<file path="src/rtl/piso_shift_out_4bit.sv">
// Parallel-in serial-out shifter with valid/ready handshakes on both sides.
// A word is captured from Din in IDLE and then shifted out one bit per
// accepted serial transfer. Done pulses for one cycle after the last bit.
module piso_shift_out_4bit #(
   parameter int unsigned WIDTH     = 4,
   parameter bit          MSB_FIRST = 1'b0
) (
   input  logic             CLK,
   input  logic             RST,
   input  logic [WIDTH-1:0] Din,
   input  logic             Ld_valid,
   output logic             Ld_ready,
   output logic             Sout,
   output logic             Sout_valid,
   input  logic             Sout_ready,
   output logic             Done,
   output logic             Busy
);

   localparam int unsigned CW = (WIDTH > 1) ? $clog2(WIDTH) : 1;

   typedef enum logic {
      IDLE  = 1'b0,
      SHIFT = 1'b1
   } state_t;

   state_t           state, state_n;
   logic [WIDTH-1:0] shreg, shreg_n;
   logic [CW-1:0]    count, count_n;
   logic             sout_n, sout_valid_n, done_n, busy_n;

   // Bit presented on the serial output for a given shift register value
   function automatic logic out_bit(input logic [WIDTH-1:0] v);
      return MSB_FIRST ? v[WIDTH-1] : v[0];
   endfunction

   // Shift one position toward the output end, zero filling the far end
   function automatic logic [WIDTH-1:0] shift_one(input logic [WIDTH-1:0] v);
      return MSB_FIRST ? {v[WIDTH-2:0], 1'b0} : {1'b0, v[WIDTH-1:1]};
   endfunction

   // Load acceptance is decoded directly from the state
   assign Ld_ready = (state == IDLE);

   // State register and registered outputs
   always_ff @(posedge CLK or posedge RST) begin
      if (RST) begin
         state      <= IDLE;
         shreg      <= '0;
         count      <= '0;
         Sout       <= 1'b0;
         Sout_valid <= 1'b0;
         Done       <= 1'b0;
         Busy       <= 1'b0;
      end else begin
         state      <= state_n;
         shreg      <= shreg_n;
         count      <= count_n;
         Sout       <= sout_n;
         Sout_valid <= sout_valid_n;
         Done       <= done_n;
         Busy       <= busy_n;
      end
   end

   // Next-state and next-output decode
   always_comb begin
      state_n = state;
      shreg_n = shreg;
      count_n = count;
      done_n  = 1'b0;
      case (state)
         IDLE: begin
            if (Ld_valid) begin
               shreg_n = Din;
               count_n = '0;
               state_n = SHIFT;
            end
         end
         SHIFT: begin
            if (Sout_valid && Sout_ready) begin
               shreg_n = shift_one(shreg);
               if (count == CW'(WIDTH - 1)) begin
                  count_n = '0;
                  state_n = IDLE;
                  done_n  = 1'b1;
               end else begin
                  count_n = count + CW'(1);
               end
            end
         end
         default: state_n = IDLE;
      endcase
      sout_valid_n = (state_n == SHIFT);
      busy_n       = (state_n == SHIFT);
      sout_n       = (state_n == SHIFT) ? out_bit(shreg_n) : 1'b0;
   end

endmodule

</file>
<file path="config.mk">
export PLATFORM = sky130hd
export DESIGN_NAME = piso_shift_out_4bit
export DESIGN_NICKNAME = d
export VERILOG_FILES = /design/src/rtl/piso_shift_out_4bit.sv
export SDC_FILE = /design/constraint.sdc
export NUM_CORES = 1
export LEC_CHECK = 0
export CORE_AREA = 3 3 40 42
export CTS_BUF_LIST = sky130_fd_sc_hd__clkbuf_4
export DETAILED_ROUTE_END_ITERATION = 12
export DIE_AREA = 0 0 43 45
export SLEW_MARGIN = 0
export SYNTH_ARGS = -nofsm -noshare
export SYNTH_HDL_FRONTEND = slang
export SYNTH_SLANG_ARGS = --single-unit
</file>
<file path="constraint.sdc">
create_clock -name CLK -period 1.3 [get_ports CLK]
set_input_delay 0.13 -clock CLK [delete_from_list [all_inputs] [get_ports CLK]]
set_output_delay 0.13 -clock CLK [all_outputs]
set_load 0.005 [all_outputs]
</file>
==> flow_summary_export.csv <==
group,metric,value,unit
synthesis,synth_warnings,0,
critical_path,path_class,"reg -> out",
die,start_util,35.7,%
finish,n_fill_cell,121,
min_path,hold_class,"in -> async",
placed_design,hpwlAfterDp,691,um
die,core_area,1280,um2
placed_design,port_buffers,12,
die,die_width,43,um
die,die-area,1940,um2
finish,antenna_cells,0,
drt,drtPass1Iterations,3,
cts,cts_tree,"done",
pwr,p_leak,0.313,nW
synthesis,syn_area,459,um2
critical_path,path_delay_family,"buffers and inverters",
placed_design,dp_cells,62,
synthesis,ys_ff_latch,9,
critical_path,r2r_cells,4,
cts,insertion_delay,0.26,ns
drt,viasPerCell,5.00,
placed_design,place_area,586,um2
finish,fin_area,631,um2
drt,wl_per_cell,13.3,um
sta,maxSlewViolCount,0,
sta,fmax,0.833,GHz
drt,num_vias,335,
synthesis,synth_seq_area_share,49.0,%
sta,fin_crit_sh,92.3,%
sta,worstMarginPinSlew,0.373,ns
finish,drive_above_1_share,21.2,%
sta,setup_violations,0,
critical_path,reg2reg_slack,0.13,ns
cts,cts_max_level,1,
drt,drtIter0Drc,3,
critical_path,cp_max_fo,1,
die,io_pins,13,
cts,cts.path.max_buffers,2,
status,status,"completed",
grt,globalRouteOverflowTotal,0,
cts,root_buffer,"clkbuf_4",
cts,clk_pin_slew,0.06,ns
synthesis,syn_avg_cell_area,12.8,um2
pwr,p_per_area,1850,nW/um2
sta,grt_setup_unrepaired,"false",
pwr,max-vdd-ir-drop,939,uV
critical_path,cp_num_buf_inv,1,
grt,grtUsageTotal,11.3,%
finish,areaGrowthSynthToFinish,37.3,%
drt,ant_nets,0,
grt,grt_pass1_wl,1570,um
drt,route.detailed.drc,0,
die,die_h,45,um
cts,ctsHoldBuffers,0,
synthesis,syn-instance-count,36,
flow_run,drv_cap,0,
critical_path,path_cells,"clkdlybuf4s50_1",
drt,detail_route.wirelength,893,um
critical_path,end_kind,"output pin",
critical_path,worst_r2r_startpoint,"state$_DFF_PP0_",
critical_path,rr_endpoint,"count[0]$_DFFE_PP0P_",
sta,hold_viol,0,
placed_design,place_congestion,0.736,
critical_path,worstSetupStartpointType,"flop",
grt,grt_antenna_before_repair,0,
grt,grt_max_degree,10,
sta,min_period,1.20,ns
critical_path,crit_arrival,1.07,ns
critical_path,slowest_delay,0.49,ns
finish,final-instance-count-excl-fill,67,
critical_path,worstPathRequired,1.17,ns
die,placementRows,13,
critical_path,slowest_stage,"clkdlybuf4s50_1",
cts,cts.sinks,9,
finish,layout.nets,62,
sta,slew-limit-headroom,75.0,%
grt,grt_pass1_vias,339,
cts,cts_buffers,3,
synthesis,yosys.cell_types.count,13,
synthesis,synth_fp_nets,45,
sta,clock_skew,0.00498,ns
==> through the flow <==
step	setup TNS [ns]	power (W)	utilization (%)	setup WS, ns	hold WS, ns
after detailed placement	-0.111	0.000931	45.6	-0.0639	0.430
after global placement	-0.00731	0.000904	45.6	-0.00373	0.410
after floorplan	0	0.000734	-	0.293	-0.0421
final	0	0.00117	49.1	0.0995	0.135
after CTS	0	0.00120	49.0	0.0212	0.140
after global routing	0	0.00126	49.1	0.0255	0.164
==> cell families after synthesis <==
kind of cell	count (synthesis)	share of synthesized area [%]
multiplexers	11	24.0
AND/OR/NAND/NOR	4	4.90
buffers and inverters	6	9.26
adder cells (fa/ha/maj)	1	2.72
AO/OA/AOI/OAI	5	10.1
flip-flops	9	49.0
==> cell usage in the layout (no fill, tap or decap) <==
master / count
a211oi_2: 1
a21oi_1: 1
a32o_1: 2
and3_4: 1
buf_4: 4
clkbuf_4: 4
clkdlybuf4s50_1: 9
dfrtp_1: 9
dlygate4sd2_1: 1
dlymetal6s2s_1: 2
ha_1: 1
inv_1: 2
mux2i_1: 10
mux2i_2: 1
nor2_1: 3
o2bb2ai_1: 1
==> how the worst max path moves through the flow <==
stage / from / end / depth (start not counted)
after CTS: state$_DFF_PP0_ / shreg[3]$_DFFE_PP0P_ / 5
after global routing: state$_DFF_PP0_ / Ld_ready / 3
final: Done$_DFF_PP0_ / Done / 1
after floorplan: count[0]$_DFFE_PP0P_ / Sout$_DFF_PP0_ / 3
after detailed placement: Sout_ready / shreg[0]$_DFF_PP0_ / 3
after global placement: Sout_ready / shreg[0]$_DFF_PP0_ / 3
==> routing by layer <==
metal | GRT usage [%] | vias to the layer above | share of wire (%)
met3 | 6.37 | 0 | 8.4
met1 | 14.0 | 164 | 44
met2 | 17.7 | 13 | 47
met5 | 0 | - | 0
li1 | - | 158 | -
met4 | 1.81 | 0 | 0
==> state kept, by name, indices dropped and copies added (netlist names) <==
name	cells
shreg	4
count	2
Sout	1
state	1
Done	1
==> power breakdown <==
part           internal, W  total (W)  switching [W]
Clock             0.000139   0.000235      0.0000959
Combinational     0.000287   0.000484       0.000197
Sequential        0.000381   0.000449      0.0000676
==> area by class of cell <==
class,count,area (um2),area share [%]
Clock buffer,4,30.0,4.76
Inverter,2,7.51,1.19
Multi-Input combinational cell,21,195,31.0
Sequential cell,9,225,35.7
Tap cell,15,18.8,2.98
Timing Repair Buffer,16,154,24.4
==> synthesized netlist by cell type <==
cell type   n  area share [%]
and3_4      1             2.5
mux2i_1    11              24
buf_4       1             1.6
nor2_1      3             2.5
a32o_1      2             4.4
buf_2       1             1.1
ha_1        1             2.7
o2bb2ai_1   1             1.9
buf_6       2             4.9
inv_1       2             1.6
a211oi_2    1             2.7
a21oi_1     1             1.1
dfrtp_1     9              49
==> what timing repair did <==
item / CTS / global route
setup buffers: 2 / 0
pin swaps: 0 / 1
gates resized for setup: 1 / 3
setup endpoints to repair: 3 / 5
No activity file was read; power rests on OpenSTA's default activity.
